File: src/rtl/io_hub_pkg.sv
// io_hub_pkg: shared types and constants for the memory-mapped IO hub.
package io_hub_pkg;

  typedef enum logic [1:0] {
    IDLE = 2'd0,
    WAIT = 2'd1,
    RESP = 2'd2
  } state_e;

  localparam logic [31:0]  IO_BASE_DEFAULT = 32'hFFFF_FC00;
  localparam int unsigned  CH_STRIDE       = 4;

  // Byte offset of the status register, just past the last channel.
  function automatic int unsigned stat_off(input int unsigned num_ch);
    return CH_STRIDE * num_ch;
  endfunction

endpackage

File: src/rtl/io_hub_if.sv
// io_hub_if: request/acknowledge bus between the CPU load/store path and the IO hub.
interface io_hub_if #(
  parameter int unsigned ADDR_W = 32
);
  logic              req;
  logic              we;
  logic [ADDR_W-1:0] addr;
  logic [31:0]       wdata;
  logic [31:0]       rdata;
  logic              ack;
  logic              err;

  modport master (output req, we, addr, wdata, input rdata, ack, err);
  modport slave  (input req, we, addr, wdata, output rdata, ack, err);
endinterface

File: src/rtl/io_sync.sv
// io_sync: W-bit two-flop synchroniser for asynchronous inputs.
module io_sync #(
  parameter int unsigned W = 1
) (
  input  logic         clk,
  input  logic         rst,
  input  logic [W-1:0] d_i,
  output logic [W-1:0] q_o
);

  logic [W-1:0] meta_q;
  logic [W-1:0] sync_q;

  // Two register stages to settle metastability before use.
  always_ff @(posedge clk or posedge rst) begin
    if (rst) begin
      meta_q <= '0;
      sync_q <= '0;
    end else begin
      meta_q <= d_i;
      sync_q <= meta_q;
    end
  end

  assign q_o = sync_q;

endmodule

File: src/rtl/io_hub.sv
// io_hub: NUM_CH-channel memory-mapped IO hub with wait states, synchronised
// inputs and latched outputs. Optional input-change interrupt and status
// register are enabled by defining IO_HUB_EDGE_IRQ_EN.
module io_hub
  import io_hub_pkg::*;
#(
  parameter int unsigned       NUM_CH   = 4,
  parameter int unsigned       DATA_W   = 24,
  parameter int unsigned       ADDR_W   = 32,
  parameter logic [ADDR_W-1:0] IO_BASE  = ADDR_W'(IO_BASE_DEFAULT),
  parameter int unsigned       WAIT_CYC = 1
) (
  input  logic                     clk,
  input  logic                     rst,
  io_hub_if.slave                  bus,
  input  logic [NUM_CH*DATA_W-1:0] io_in_i,
  output logic [NUM_CH*DATA_W-1:0] io_out_o
`ifdef IO_HUB_EDGE_IRQ_EN
  ,
  output logic                     irq_o
`endif
);

  localparam int unsigned       IO_W     = NUM_CH * DATA_W;
  localparam int unsigned       CH_W     = (NUM_CH > 1) ? $clog2(NUM_CH) : 1;
  localparam int unsigned       CNT_W    = 4;
  localparam logic [CNT_W-1:0]  CNT_INIT = CNT_W'((WAIT_CYC > 0) ? WAIT_CYC - 1 : 0);
  localparam logic [ADDR_W-1:0] STAT_OFF = ADDR_W'(stat_off(NUM_CH));

  state_e             state_q;
  logic [CNT_W-1:0]   cnt_q;
  logic               we_q;
  logic [ADDR_W-1:0]  addr_q;
  logic [DATA_W-1:0]  wdata_q;
  logic [31:0]        rdata_q;
  logic               ack_q;
  logic               err_q;
  logic [IO_W-1:0]    io_out_q;
  logic [IO_W-1:0]    sync_c;

  logic               acc_we_c;
  logic [ADDR_W-1:0]  acc_addr_c;
  logic [ADDR_W-1:0]  off_c;
  logic [CH_W-1:0]    ch_c;
  logic               aligned_c;
  logic               hit_ch_c;
  logic               hit_stat_c;
  logic [DATA_W-1:0]  ch_rd_c;
  logic [31:0]        resp_rdata_c;
  logic               resp_err_c;
  logic               enter_resp_c;

`ifdef IO_HUB_EDGE_IRQ_EN
  logic [IO_W-1:0]    prev_q;
  logic [NUM_CH-1:0]  pending_q;
  logic [NUM_CH-1:0]  pending_d;
  logic [NUM_CH-1:0]  change_c;
  logic [NUM_CH-1:0]  clr_c;
  logic               irq_q;
`endif

  io_sync #(.W(IO_W)) u_sync (
    .clk (clk),
    .rst (rst),
    .d_i (io_in_i),
    .q_o (sync_c)
  );

  // Decode the access in flight: live bus fields in IDLE, captured ones after.
  always_comb begin
    acc_we_c   = (state_q == IDLE) ? bus.we   : we_q;
    acc_addr_c = (state_q == IDLE) ? bus.addr : addr_q;
    off_c      = acc_addr_c - IO_BASE;
    ch_c       = off_c[2 +: CH_W];
    aligned_c  = (acc_addr_c[1:0] == 2'b00);
    hit_ch_c   = aligned_c && (off_c < STAT_OFF);
`ifdef IO_HUB_EDGE_IRQ_EN
    hit_stat_c = aligned_c && (off_c == STAT_OFF);
`else
    hit_stat_c = 1'b0;
`endif
    ch_rd_c = '0;
    for (int i = 0; i < int'(NUM_CH); i++) begin
      if (ch_c == CH_W'(i)) ch_rd_c = sync_c[i*DATA_W +: DATA_W];
    end
    resp_err_c   = !(hit_ch_c || hit_stat_c);
    resp_rdata_c = '0;
    if (!acc_we_c && hit_ch_c) resp_rdata_c = 32'(ch_rd_c);
`ifdef IO_HUB_EDGE_IRQ_EN
    else if (!acc_we_c && hit_stat_c) resp_rdata_c = 32'(pending_q);
`endif
    enter_resp_c = ((state_q == IDLE) && bus.req && (WAIT_CYC == 0)) ||
                   ((state_q == WAIT) && (cnt_q == '0));
  end

  // Access FSM: capture in IDLE, count wait states, respond and write in RESP.
  always_ff @(posedge clk or posedge rst) begin
    if (rst) begin
      state_q  <= IDLE;
      cnt_q    <= '0;
      we_q     <= 1'b0;
      addr_q   <= '0;
      wdata_q  <= '0;
      rdata_q  <= '0;
      ack_q    <= 1'b0;
      err_q    <= 1'b0;
      io_out_q <= '0;
    end else begin
      ack_q <= 1'b0;
      err_q <= 1'b0;
      if (enter_resp_c) begin
        ack_q   <= 1'b1;
        err_q   <= resp_err_c;
        rdata_q <= resp_rdata_c;
      end
      unique case (state_q)
        IDLE: begin
          if (bus.req) begin
            we_q    <= bus.we;
            addr_q  <= bus.addr;
            wdata_q <= DATA_W'(bus.wdata);
            if (WAIT_CYC > 0) begin
              state_q <= WAIT;
              cnt_q   <= CNT_INIT;
            end else begin
              state_q <= RESP;
            end
          end
        end
        WAIT: begin
          if (cnt_q == '0) state_q <= RESP;
          else             cnt_q   <= cnt_q - CNT_W'(1);
        end
        RESP: begin
          if (acc_we_c && hit_ch_c) begin
            for (int i = 0; i < int'(NUM_CH); i++) begin
              if (ch_c == CH_W'(i)) io_out_q[i*DATA_W +: DATA_W] <= wdata_q;
            end
          end
          state_q <= IDLE;
        end
        default: state_q <= IDLE;
      endcase
    end
  end

`ifdef IO_HUB_EDGE_IRQ_EN
  // Per-channel change detect; a new change beats a same-cycle status clear.
  always_comb begin
    change_c = '0;
    for (int i = 0; i < int'(NUM_CH); i++) begin
      change_c[i] = |(sync_c[i*DATA_W +: DATA_W] ^ prev_q[i*DATA_W +: DATA_W]);
    end
    clr_c = '0;
    if ((state_q == RESP) && !acc_we_c && hit_stat_c) clr_c = rdata_q[NUM_CH-1:0];
    pending_d = (pending_q & ~clr_c) | change_c;
  end

  // Previous-value, pending and interrupt registers.
  always_ff @(posedge clk or posedge rst) begin
    if (rst) begin
      prev_q    <= '0;
      pending_q <= '0;
      irq_q     <= 1'b0;
    end else begin
      prev_q    <= sync_c;
      pending_q <= pending_d;
      irq_q     <= |pending_d;
    end
  end

  assign irq_o = irq_q;
`endif

  assign bus.rdata = rdata_q;
  assign bus.ack   = ack_q;
  assign bus.err   = err_q;
  assign io_out_o  = io_out_q;

endmodule

File: src/flat_wrapper.sv
// flat-port wrapper written by rule: the top's interface ports become plain ports
module io_hub_flat import io_hub_pkg::*;
#(
  parameter int unsigned       NUM_CH   = 4,
  parameter int unsigned       DATA_W   = 24,
  parameter int unsigned       ADDR_W   = 32,
  parameter logic [ADDR_W-1:0] IO_BASE  = ADDR_W'(IO_BASE_DEFAULT),
  parameter int unsigned       WAIT_CYC = 1
)
  (clk, rst, io_in_i, io_out_o, bus_req, bus_we, bus_addr, bus_wdata, bus_rdata, bus_ack, bus_err);
  io_hub_if #(.ADDR_W(ADDR_W)) bus_i ();
  input  logic clk;
  input  logic rst;
  input  logic [NUM_CH*DATA_W-1:0] io_in_i;
  output logic [NUM_CH*DATA_W-1:0] io_out_o;
  input wire logic [$bits(bus_i.req)-1:0] bus_req;
  input wire logic [$bits(bus_i.we)-1:0] bus_we;
  input wire logic [$bits(bus_i.addr)-1:0] bus_addr;
  input wire logic [$bits(bus_i.wdata)-1:0] bus_wdata;
  output wire logic [$bits(bus_i.rdata)-1:0] bus_rdata;
  output wire logic [$bits(bus_i.ack)-1:0] bus_ack;
  output wire logic [$bits(bus_i.err)-1:0] bus_err;
  assign bus_i.req = bus_req;
  assign bus_i.we = bus_we;
  assign bus_i.addr = bus_addr;
  assign bus_i.wdata = bus_wdata;
  assign bus_rdata = bus_i.rdata;
  assign bus_ack = bus_i.ack;
  assign bus_err = bus_i.err;
  io_hub #(.NUM_CH(NUM_CH), .DATA_W(DATA_W), .ADDR_W(ADDR_W), .IO_BASE(IO_BASE), .WAIT_CYC(WAIT_CYC)) u_core (.clk(clk), .rst(rst), .bus(bus_i), .io_in_i(io_in_i), .io_out_o(io_out_o));
endmodule
File: config.mk
export PLATFORM = sky130hd
export DESIGN_NAME = io_hub_flat
export DESIGN_NICKNAME = d
export VERILOG_FILES = /design/src/rtl/io_hub_pkg.sv /design/src/rtl/io_hub_if.sv /design/src/rtl/io_sync.sv /design/src/rtl/io_hub.sv /design/src/flat_wrapper.sv
export SDC_FILE = /design/constraint.sdc
export NUM_CORES = 1
export LEC_CHECK = 0
export CAP_MARGIN = 10
export CORE_MARGIN = 10
export CORE_UTILIZATION = 36
export DETAILED_ROUTE_END_ITERATION = 8
export GPL_ROUTABILITY_DRIVEN = 0
export PLACE_DENSITY = 0.65
export SYNTH_ARGS = -nofsm -noshare
export SYNTH_HDL_FRONTEND = slang
export SYNTH_SLANG_ARGS = --single-unit
File: constraint.sdc
create_clock -name clk -period 11.4 [get_ports clk]
set_input_delay 1.71 -clock clk [delete_from_list [all_inputs] [get_ports clk]]
set_output_delay 1.71 -clock clk [all_outputs]
set_load 0.05 [all_outputs]
# After elaboration in Yosys (flattened, before gate mapping)
# Index checks and enable logic that the tools add are counted.
[classes]
add_sub_neg = 2
mul = 0
div_mod_pow = 0
magnitude_cmp = 1
eq_ne = 8
shift = 0
mux = 15
bitwise = 0
n_reduce_logical = 18
[ops]
columns = ["operator", "n"]
rows = [
  ["$mux W24", 5],
  ["$lt A32 B5 Y1 const B", 1],
  ["$mux W32", 1],
  ["$sub A32 B32 Y32 const B", 1],
  ["$reduce_and A3 Y1", 5],
  ["$mux W4", 2],
  ["$pmux W4 S2", 1],
  ["$eq A2 B2 Y1 const B", 3],
  ["$logic_not A2 Y1", 3],
  ["$ne A2 B2 Y1 const B", 3],
  ["$eq A2 B1 Y1 const B", 2],
  ["$logic_and A1 B1 Y1", 4],
  ["$logic_not A4 Y1", 1],
  ["$mux W2", 2],
  ["$pmux W2 S2", 1],
  ["$reduce_and A2 Y1", 2],
  ["$sub A4 B1 Y4 const B", 1],
  ["$mux W1", 3],
  ["$logic_not A1 Y1", 2],
  ["$reduce_bool A2 Y1", 1],
]
[totals]
reg_bits = 385
latch_bits = 0
ramBits = 0
romBits = 0
inputBits = 164
out_inout_bits = 130
mem_count = 0

# Logic depth before layout (Yosys ltp)
# Gate-level depths: netlist of run 1.
[logic_depth]
word_depth = 9
mapped_depth = 11

# By module
# Synthesis of run 1 repeated with hierarchy kept, for this count alone.
[hier_totals]
cells_unflattened = 844
area_unflattened_um2 = 12968.7
[by_module_without_submodules]
columns = ["module", "n_inst", "cells_per_inst", "area_each_um2", "seq_area_each_um2"]
rows = [
  ["io_hub", 1, 651, 8160.3, 4629.4],
  ["io_sync", 1, 193, 4808.4, 4804.6],
]

# Worst setup path after synthesis of run 1
# No wires, ideal clock.
[synth_path]
path_kind = "input to register"
start = "in bus_addr[19]"
end = "reg u_core.io_out_q[0], in the netlist u_core.io_out_o[0]"
setup_ns = 0.127
arrival_time_ns = 3.899
t_required_ns = 11.273
path_slack_ns = 7.373
stages = 9
n_path_buf = 2
cell_sequence = "nor4_1 o21ai_0 a32o_1 a211o_1 a2111oi_4 and4_1 buf_4 buf_8 mux2_1"
[synth_between]
elab_chain_cells = 6
[synth_lines]
columns = ["element", "line", "text"]
rows = [
  ["start: declaration", "flat_wrapper.sv:18", "input wire logic [$bits(bus_i.addr)-1:0] bus_addr;"],
  ["$mux W32", "io_hub.sv:72", "acc_addr_c = (state_q == IDLE) ? bus.addr : addr_q;"],
  ["$sub A32 B32 Y32", "io_hub.sv:73", "off_c = acc_addr_c - IO_BASE;"],
  ["$lt A32 B5 Y1", "io_hub.sv:76", "hit_ch_c = aligned_c && (off_c < STAT_OFF);"],
  ["$logic_and A1 B1 Y1", "io_hub.sv:76", ""],
  ["$logic_and A1 B1 Y1", "io_hub.sv:135", "if (acc_we_c && hit_ch_c) begin"],
  ["$reduce_and A3 Y1 (no source line)", "n/a", ""],
  ["end signal: indexed assignment", "io_hub.sv:137", "if (ch_c == CH_W'(i)) io_out_q[i*DATA_W +: DATA_W] <= wdata_q;"],
  ["end: declaration", "io_hub.sv:38", "logic [IO_W-1:0] io_out_q;"],
]
# Every way passes these cells.
# A chain may end at the register's enable or synchronous reset.

# Worst setup path after layout of run 1
[layout_path]
start = "in bus_addr[22]"
end = "reg u_core.io_out_q[7], in the netlist u_core.io_out_o[7]"
# The elaborated chain is that of the path after synthesis.

==> results of run 1 <==
==> worst max-delay path: stages <==
cell	delay [ps]
clkdlybuf4s50_1	680
nand2_1	90
o21ai_0	520
nand4_1	180
a21oi_1	350
a41o_1	490
and4_1	740
buf_4	360
mux2_1	360
==> through the flow <==
step	cell area, sq um	power, W	hold slack [ps]	util	std cells
finish	18100	0.00370	324	0.494	1612
global route	18100	0.00391	330	0.494	1612
CTS	18100	0.00377	322	0.494	1612
detailed placement	16700	0.00237	335	0.455	1541
global placement	16700	0.00236	334	0.455	1541
floorplan	13500	0.00214	331	-	834
==> cells by family after synthesis <==
| kind of cell | synth area share |
|---|---|
| AO/OA/AOI/OAI | 0.0343 |
| XOR/XNOR | 0.00391 |
| adder cells (fa/ha/maj) | 0.000930 |
| buffers and inverters | 0.0210 |
| flip-flops | 0.702 |
| multiplexers | 0.172 |
| other | 0.000279 |
| AND/OR/NAND/NOR | 0.0663 |
==> routing by layer <==
layer,up-vias,GRT usage,routed length [um]
met4,2,0.0398,691
met3,43,0.0488,2720
met2,239,0.225,14900
met5,-,0,10
li1,3540,-,-
met1,3992,0.178,13600
==> power groups by stage <==
| stage | Combinational [W] | Sequential, W | Clock, W |
|---|---|---|---|
| CTS | 0.000707 | 0.00165 | 0.00142 |
| global route | 0.000760 | 0.00168 | 0.00147 |
| global placement | 0.000695 | 0.00166 | 0 |
| finish | 0.000689 | 0.00165 | 0.00137 |
| floorplan | 0.000527 | 0.00161 | 0 |
| detailed placement | 0.000704 | 0.00167 | 0 |
==> cell usage after synthesis, types with 11 or more instances <==
cell type and n:
clkbuf_1 22, dfrtp_1 377, mux2_1 40, mux2_2 113, mux4_2 24, nand2_1 43
nand2b_1 17, nand4_1 11, nor2_1 11, nor3_1 14, o41ai_1 14
==> worst paths after layout <==
| path | start | endpoint | slack [ps] | cells past startpoint |
|---|---|---|---|---|
| setup / recovery | bus_addr[22] | u_core.io_out_o[7]$_DFFE_PP0P_ | 6310 | 9 |
| setup reg to reg | u_core.state_q[1]$_DFFE_PP0P_ | u_core.io_out_o[7]$_DFFE_PP0P_ | 7090 | 8 |
| max in group asynchronous | rst | u_core.u_sync.q_o[90]$_DFF_PP0_ | 8370 | 3 |
| hold / removal | u_core.u_sync.meta_q[75]$_DFF_PP0_ | u_core.u_sync.q_o[75]$_DFF_PP0_ | 320 | 0 |
| min in group asynchronous | rst | u_core.u_sync.q_o[87]$_DFF_PP0_ | 1650 | 2 |
| hold reg to reg | u_core.u_sync.meta_q[75]$_DFF_PP0_ | u_core.u_sync.q_o[75]$_DFF_PP0_ | 320 | 0 |
==> flip-flops by register name (all words and copies together) (netlist names) <==
name / flops
u_core.state_q: 2
u_core.io_out_o: 96
u_core.u_sync.q_o: 96
u_core.bus.rdata: 24
u_core.bus.ack: 1
u_core.bus.err: 1
u_core.wdata_q: 24
u_core.we_q: 1
u_core.addr_q: 32
u_core.u_sync.meta_q: 96
u_core.cnt_q: 4
==> cell usage in the layout (no fill, tap or decap), types with 8 or more instances in the layout <==
| cell | synthesis | final |
|---|---|---|
| o41ai_1 | 14 | 14 |
| mux4_2 | 24 | 24 |
| mux2_1 | 40 | 40 |
| nand2b_1 | 17 | 16 |
| nand4_1 | 11 | 11 |
| mux2_2 | 113 | 113 |
| nand4b_1 | 10 | 10 |
| clkbuf_16 | 0 | 40 |
| nor2_1 | 11 | 10 |
| dfrtp_1 | 377 | 377 |
| clkbuf_1 | 22 | 8 |
| nor4_1 | 10 | 10 |
| nor3_1 | 14 | 14 |
| clkdlybuf4s50_1 | 0 | 277 |
| nand2_1 | 43 | 43 |
| o31ai_1 | 10 | 10 |
| conb_1 | 1 | 8 |
==> area by class of cell <==
| class | count | area (sq um) | area share |
|---|---|---|---|
| timing repair buffer | 285 | 2860 | 0.158 |
| sequential | 377 | 9430 | 0.521 |
| multi-input combinational | 405 | 3810 | 0.210 |
| tap | 468 | 586 | 0.0323 |
| clock inverter | 18 | 314 | 0.0173 |
| clock buffer | 53 | 1100 | 0.0607 |
| inverter | 6 | 26.3 | 0.00145 |
==> results.toml, run 1 <==
[status]
status = "finished, final reports clean"

[logic_synthesis]
yosys.area.top_type_share = 0.702
synth.area.top_cells = "dfrtp_1 70%, mux2_2 9.5%, mux4_2 4.0%, mux2_1 3.3%, nand2_1 1.2%"
synth_seq_cells = 377
synth-edff-count = 0
netlist_area_sq_um = 13400
seq_area_frac_synth = 0.702
ys_warn_count = 0
synth_ff_type = "dfrtp_1"
async_reset_ff_frac = 1.00
netlist.top_cell.by_area = "dfrtp_1"
syn-instance-count = 827
syn_area_per_cell_sq_um = 16.3
ys_types = 58

[route]
via_count = 7816
drt-pass1-iter-count = 4
wl_per_cell_um = 19.8
wl_um = 31900
drc = 0
antenna_left = 0
routed_via_density = 4.85
drt_iter0_markers = 311

[final_layout]
area_growth_pct = 34.8
num-nets-final = 1280
fillCellCount = 3125
n_antenna_cell = 0
drive_gt1_frac = 0.196

[power]
switching_power_w = 0.00102
p_leak_nw = 7.87
clkPwrFrac = 0.370
p_per_area_nw_per_um2 = 204
seqPwrFrac = 0.444
swShare = 0.276
power_frac_comb = 0.186
irDropWorstVdd_v = 0.000124
p_int_w = 0.00268

[place]
pre_cts_slack_ps = 5770
place_hpwl_um = 21500
io_buffers = 277

[timing]
worst_pin_slew_ps = 1100
hold_viol_final = 0
drv_slew = 0
clock_skew_ps = 28.4
setup_viol = 0
tns_ps = 0
fin_ws_ps = 6310
period_needed_ps = 5090
rsz0062_at_grt = "no"
relSlewSlack = 0.249
min_period_over_period = 0.447
max_freq_mhz = 196

[critical_path]
cp_max_fo = 13
cp.required_ps = 11800
critPathCaptureType = "register"
crit_type = "in -> reg"
startpoint_type = "primary input"
arrival_ps = 5490

[clock_tree]
cts_tree = "built"
hold_buffers = 0
numCtsBuffers = 40
cts.htree.levels = 2
cts.path.max_buffers = 3
clock_sinks = 377
clk_pin_slew_worst_paths_ps = 70
cts_setup_buffers = 0
post_cts_resized = 0
clock_latency_ps = 550
cts_root_buf = "clkbuf_16"

[floorplan]
die_h_um = 213
start_util = 0.366
die-area_sq_um = 45500
fp.dieW_um = 213
fp-row-count = 70
boundaryPins = 294
fp.coreArea_sq_um = 36700

[global_route]
grt_max_degree = 182
grt.total_usage = 0.141
overflow = 0
antenna_found_initial = 1
grt_pass1_vias = 8682
grt_pass1_wl_um = 50000

[flow_run]
max_cap_violations = 0

[worst_hold_path]
hold_class = "reg -> reg"
Note: power is estimated with default switching activity, not from simulation.
==> run 2: changes to the inputs <==
--- a/config.mk
+++ b/config.mk
@@ -10,7 +10,7 @@
 export CORE_UTILIZATION = 36
 export DETAILED_ROUTE_END_ITERATION = 8
 export GPL_ROUTABILITY_DRIVEN = 0
-export PLACE_DENSITY = 0.65
+export PLACE_DENSITY = 0.63
 export SYNTH_ARGS = -nofsm -noshare
 export SYNTH_HDL_FRONTEND = slang
 export SYNTH_SLANG_ARGS = --single-unit
==> constraint.sdc (replaced) <==
create_clock -name clk -period 4.8 [get_ports clk]
set_input_delay 0.72 -clock clk [delete_from_list [all_inputs] [get_ports clk]]
set_output_delay 0.72 -clock clk [all_outputs]
set_load 0.05 [all_outputs]
==> run 2 against run 1 <==
  * Power is 130% higher
  * Combinational power is 140% higher
  * Sequential power is 140% higher
==> results.toml, run 2 (synthesis results as in run 1) <==
[status]
status = "finished, final reports clean"

[final_layout]
mostFrequentLayoutCell = "dfrtp_1"
final_cells = 1623
fillCellCount = 3093
final-seq-area_sq_um = 9430
multi_input_area_sq_um = 3800
area_growth_pct = 34.7
num-nets-final = 1290
final_cell_mix = "377 x dfrtp_1, 277 x clkdlybuf4s50_1, 113 x mux2_2"
drive_gt1_frac = 0.205

[route]
drc = 0
wl_per_cell_um = 20.0
wl_um = 32400
drt_iter0_markers = 446
antenna_left = 0
drt-pass1-iter-count = 4
via_count = 7914
routed_via_density = 4.88

[timing]
whs_ps = 344
worst_pin_slew_ps = 1140
max_freq_mhz = 260
clock_skew_ps = 12.9
relSlewSlack = 0.221
min_period_over_period = 0.802
hold_viol_final = 0
period_needed_ps = 3850
drv_slew = 0
setup_viol = 0
rsz0062_at_grt = "no"

[critical_path]
cp_max_fo = 19
rrSetupSlack_ps = 950
critPathCaptureType = "register"
crit_type = "reg -> reg"
cpPeakStageDelay_ps = 710
timing.critical_path.buf_inv = 2
startpoint_type = "register"
crit_chain = "nor2_1, buf_4, nor3_1, o22ai_1, nor3_1, a2111oi_4, and4_1, buf_4, mux2_1"
cp.required_ps = 5210
critical_path.top_delay_family = "compound AO/OA/AOI/OAI gates"
arrival_ps = 4260
crit_slowest_cell = "a2111oi_4"

[clock_tree]
cts_root_buf = "clkbuf_16"
cts_tree = "built"
cts_setup_buffers = 0
clock_latency_ps = 530
clk_pin_slew_worst_paths_ps = 60
cts.path.max_buffers = 3
clock_sinks = 377
numCtsBuffers = 39
cts.htree.levels = 2
post_cts_resized = 0
hold_buffers = 0

[floorplan]
fp.coreArea_sq_um = 36700
start_util = 0.366
fp-row-count = 70
boundaryPins = 294
die_h_um = 213
fp.dieW_um = 213
die-area_sq_um = 45500

[global_route]
grt_pass1_wl_um = 50500
overflow = 0
grt.total_usage = 0.142
grt_pass1_vias = 8681
grt_max_degree = 107
antenna_found_initial = 1

[place]
dp.cells = 1552
place_hpwl_um = 22400
io_buffers = 277

[flow_run]
max_cap_violations = 0

[worst_hold_path]
hold_class = "reg -> reg"

[power]
irDropWorstVdd_v = 0.000285
p_per_area_nw_per_um2 = 474
p_leak_nw = 7.88
p_total_w = 0.00859
==> run 2: changes by cell type in the layout (fill, tap and decap cells not counted), sizes merged <==
| cell | delta |
|---|---|
| clkinv | +1 |
| buf | +11 |
| clkinvlp | +1 |
| bufinv | -6 |
| diode | +1 |
| clkbuf | +4 |
| inv | -1 |
==> run 2: worst reg2reg max path: stages (launching register included) <==
cell	delay, ps
dfrtp_1	500
nor2_1	480
buf_4	360
nor3_1	120
o22ai_1	440
nor3_1	190
a2111oi_4	710
and4_1	340
buf_4	250
mux2_1	360
==> run 2: final timing paths <==
path,endpoint,cells past startpoint,from
max in group asynchronous,u_core.u_sync.q_o[53]$_DFF_PP0_,3,rst
min in group asynchronous,u_core.u_sync.meta_q[88]$_DFF_PP0_,2,rst
min,u_core.u_sync.q_o[22]$_DFF_PP0_,0,u_core.u_sync.meta_q[22]$_DFF_PP0_
max reg2reg,u_core.io_out_o[8]$_DFFE_PP0P_,9,u_core.state_q[1]$_DFFE_PP0P_
max,u_core.io_out_o[8]$_DFFE_PP0P_,9,u_core.state_q[1]$_DFFE_PP0P_
min reg2reg,u_core.u_sync.q_o[22]$_DFF_PP0_,0,u_core.u_sync.meta_q[22]$_DFF_PP0_
==> run 2: metrics by stage <==
stage	worst slack (ps)	util	setup TNS [ps]	area [sq um]
2_1_floorplan	-984	-	-370990	13500
3_3_place_gp	839	0.458	0	16800
3_5_place_dp	736	0.458	0	16800
4_1_cts	840	0.493	0	18100
5_1_grt	644	0.493	0	18100
6_report	951	0.493	0	18100
==> run 2: layout make-up <==
type / instances / share of cell area
inverter: 6 / 0.00145
clock buffer: 57 / 0.0666
timing repair buffer: 296 / 0.162
tap: 468 / 0.0323
sequential: 377 / 0.521
clock inverter: 13 / 0.00594
antenna: 1 / 0.000138
multi-input combinational: 405 / 0.210
==> run 2: per-layer routing <==
layer / routed length (um) / global-route usage / share of wire / vias to the layer above
met5: 0 / 0 / 0 / -
met4: 638 / 0.0413 / 0.020 / 0
met3: 2210 / 0.0403 / 0.068 / 44
met2: 15400 / 0.230 / 0.48 / 246
met1: 14100 / 0.182 / 0.44 / 4065
li1: - / - / - / 3559
==> run 2: where the power goes <==
part	leakage [nW]	switching (W)	internal, W	total (W)
combinational	2.55	0.000818	0.000833	0.00165
sequential	4.69	0.000375	0.00354	0.00391
clock	0.643	0.00122	0.00180	0.00302
total	7.88	0.00242	0.00617	0.00859
==> run 3: changes to the inputs <==
==> constraint.sdc (replaced) <==
create_clock -name clk -period 3.6 [get_ports clk]
set_input_delay 0.54 -clock clk [delete_from_list [all_inputs] [get_ports clk]]
set_output_delay 0.54 -clock clk [all_outputs]
set_load 0.05 [all_outputs]
==> run 3 against run 2 <==
  * Register-to-register slack worse by 540 ps
  * Worst hold slack lost 1.8 ps
  * Global-route usage grew 0.13 points
  * Wire length decreased by 0.65%
  * Clock power rose by 36%
  * First-iteration DRC count fell by 7.2%
  * Sequential share of layout area shrank 0.70 points
==> results.toml, run 3 (synthesis results as in run 1) <==
[status]
status = "finished, final reports clean"

[route]
wl_per_cell_um = 19.6
drc = 0
drt-pass1-iter-count = 4
via_count = 7931
wl_um = 32200
routed_via_density = 4.83
antenna_left = 0
drt_iter0_markers = 414

[worst_hold_path]
hold_path_end = "u_core.u_sync.q_o[85]$_DFF_PP0_"
min_path_cells = 0
worstHoldStart = "u_core.u_sync.meta_q[85]$_DFF_PP0_"
hold_class = "reg -> reg"

[clock_tree]
post_cts_resized = 0
clk_pin_slew_worst_paths_ps = 60
cts_setup_buffers = 0
cts.htree.levels = 2
hold_buffers = 0
clock_latency_ps = 560
numCtsBuffers = 40
clock_sinks = 377
cts_root_buf = "clkbuf_16"
cts_tree = "built"
cts.path.max_buffers = 3

[timing]
relSlewSlack = 0.280
hold_viol_final = 0
rsz0062_at_grt = "no"
worst_pin_slew_ps = 1080
tns_ps = 0
drv_slew = 0
min_period_over_period = 0.886
clock_skew_ps = 22.9
max_freq_mhz = 313
setup_viol = 0
period_needed_ps = 3190

[power]
p_per_area_nw_per_um2 = 634
irDropWorstVdd_v = 0.000387
p_leak_nw = 8.01

[critical_path]
timing.critical_path.buf_inv = 2
reg2reg_depth = 9
cp_max_fo = 24
crit_chain = "or2_1, nor3_2, o22ai_1, nor3_1, a2111oi_4, buf_4, nand4_4, buf_12, mux2_1"
cp.required_ps = 4020
critPathCaptureType = "register"
critical_path.top_delay_family = "simple AND/OR/NAND/NOR gates"
startpoint_type = "register"
crit_slowest_cell = "dfrtp_1"
cpPeakStageDelay_ps = 460
r2r_start = "u_core.state_q[1]$_DFFE_PP0P_"
arrival_ps = 3610
rrSetupSlack_ps = 410
r2r_end = "u_core.io_out_o[92]$_DFFE_PP0P_"
crit_type = "reg -> reg"

[global_route]
antenna_found_initial = 1
grt_max_degree = 111
overflow = 0
grt_pass1_wl_um = 51100
grt_pass1_vias = 8854
grt.total_usage = 0.143

[final_layout]
design_area_sq_um = 18400
fillCellCount = 3110
drive_gt1_frac = 0.215
final_cells = 1641
area_growth_pct = 36.5
mostFrequentLayoutCell = "dfrtp_1"
num-nets-final = 1306
final_cell_mix = "377 x dfrtp_1, 277 x clkdlybuf4s50_1, 113 x mux2_2"

[floorplan]
die-area_sq_um = 45500
die_h_um = 213
fp.coreArea_sq_um = 36700
fp.dieW_um = 213
start_util = 0.366
fp-row-count = 70
boundaryPins = 294

[place]
dp.cells = 1567
dpl_cell_area_sq_um = 17000
place_hpwl_um = 22400
io_buffers = 277

[flow_run]
max_cap_violations = 0
==> run 3: cell types whose count changed in the layout (fill, tap and decap cells not counted), sizes merged <==
cell	previous run	this run
buf	19	34
bufinv	1	3
clkbuf	57	54
clkinv	8	11
clkinvlp	5	3
inv	5	8
==> run 3: power breakdown <==
| group | internal (W) | switching (W) | total (W) |
|---|---|---|---|
| registers | 0.00472 | 0.000437 | 0.00515 |
| logic | 0.00119 | 0.00116 | 0.00235 |
| clock network | 0.00244 | 0.00168 | 0.00412 |
| total | 0.00835 | 0.00328 | 0.0116 |
==> run 3: worst max path at each step <==
| stage | depth (start not counted) | startpoint | slack [ps] | to |
|---|---|---|---|---|
| final | 9 | u_core.state_q[1]$_DFFE_PP0P_ | 410 | u_core.io_out_o[92]$_DFFE_PP0P_ |
| after CTS | 9 | u_core.state_q[1]$_DFFE_PP0P_ | 360 | u_core.io_out_o[92]$_DFFE_PP0P_ |
| after detailed placement | 10 | bus_addr[18] | 110 | u_core.io_out_o[82]$_DFFE_PP0P_ |
| after floorplan | 1 | rst | -2000 | u_core.addr_q[0]$_DFFE_PP0P_ |
| after global placement | 10 | bus_addr[18] | 130 | u_core.io_out_o[77]$_DFFE_PP0P_ |
| after global routing | 9 | u_core.state_q[1]$_DFFE_PP0P_ | 170 | u_core.io_out_o[92]$_DFFE_PP0P_ |
==> run 3: worst reg2reg max path: stages, from the launching register on <==
cell,delay [ps]
dfrtp_1,460
or2_1,460
nor3_2,120
o22ai_1,450
nor3_1,190
a2111oi_4,400
buf_4,310
nand4_4,140
buf_12,200
mux2_1,340
==> run 3: metal layers <==
layer	track usage	part of all wire	vias to the layer above
li1	-	-	3606
met2	0.234	0.48	243
met5	0	0	-
met1	0.180	0.43	4042
met3	0.0418	0.069	40
met4	0.0447	0.019	0
==> run 3: cell type report <==
| cell class | count | area (sq um) | area share |
|---|---|---|---|
| clock buffers | 54 | 1120 | 0.0612 |
| flip-flops and latches | 377 | 9430 | 0.514 |
| clock inverters | 19 | 224 | 0.0122 |
| multi-input cells | 405 | 3800 | 0.207 |
| repair buffers | 311 | 3150 | 0.172 |
| well taps | 468 | 586 | 0.0319 |
| inverters | 6 | 26.3 | 0.00143 |
| diodes | 1 | 2.50 | 0.000136 |
==> run 3: per-stage QoR <==
step / util / power, W / hold WS [ps] / worst slack (ps)
after floorplan: - / 0.00677 / 331 / -2000
after global placement: 0.463 / 0.00756 / 333 / 128
after detailed placement: 0.463 / 0.00762 / 335 / 110
after CTS: 0.500 / 0.0118 / 345 / 363
after global routing: 0.500 / 0.0122 / 349 / 173
final: 0.500 / 0.0116 / 342 / 409
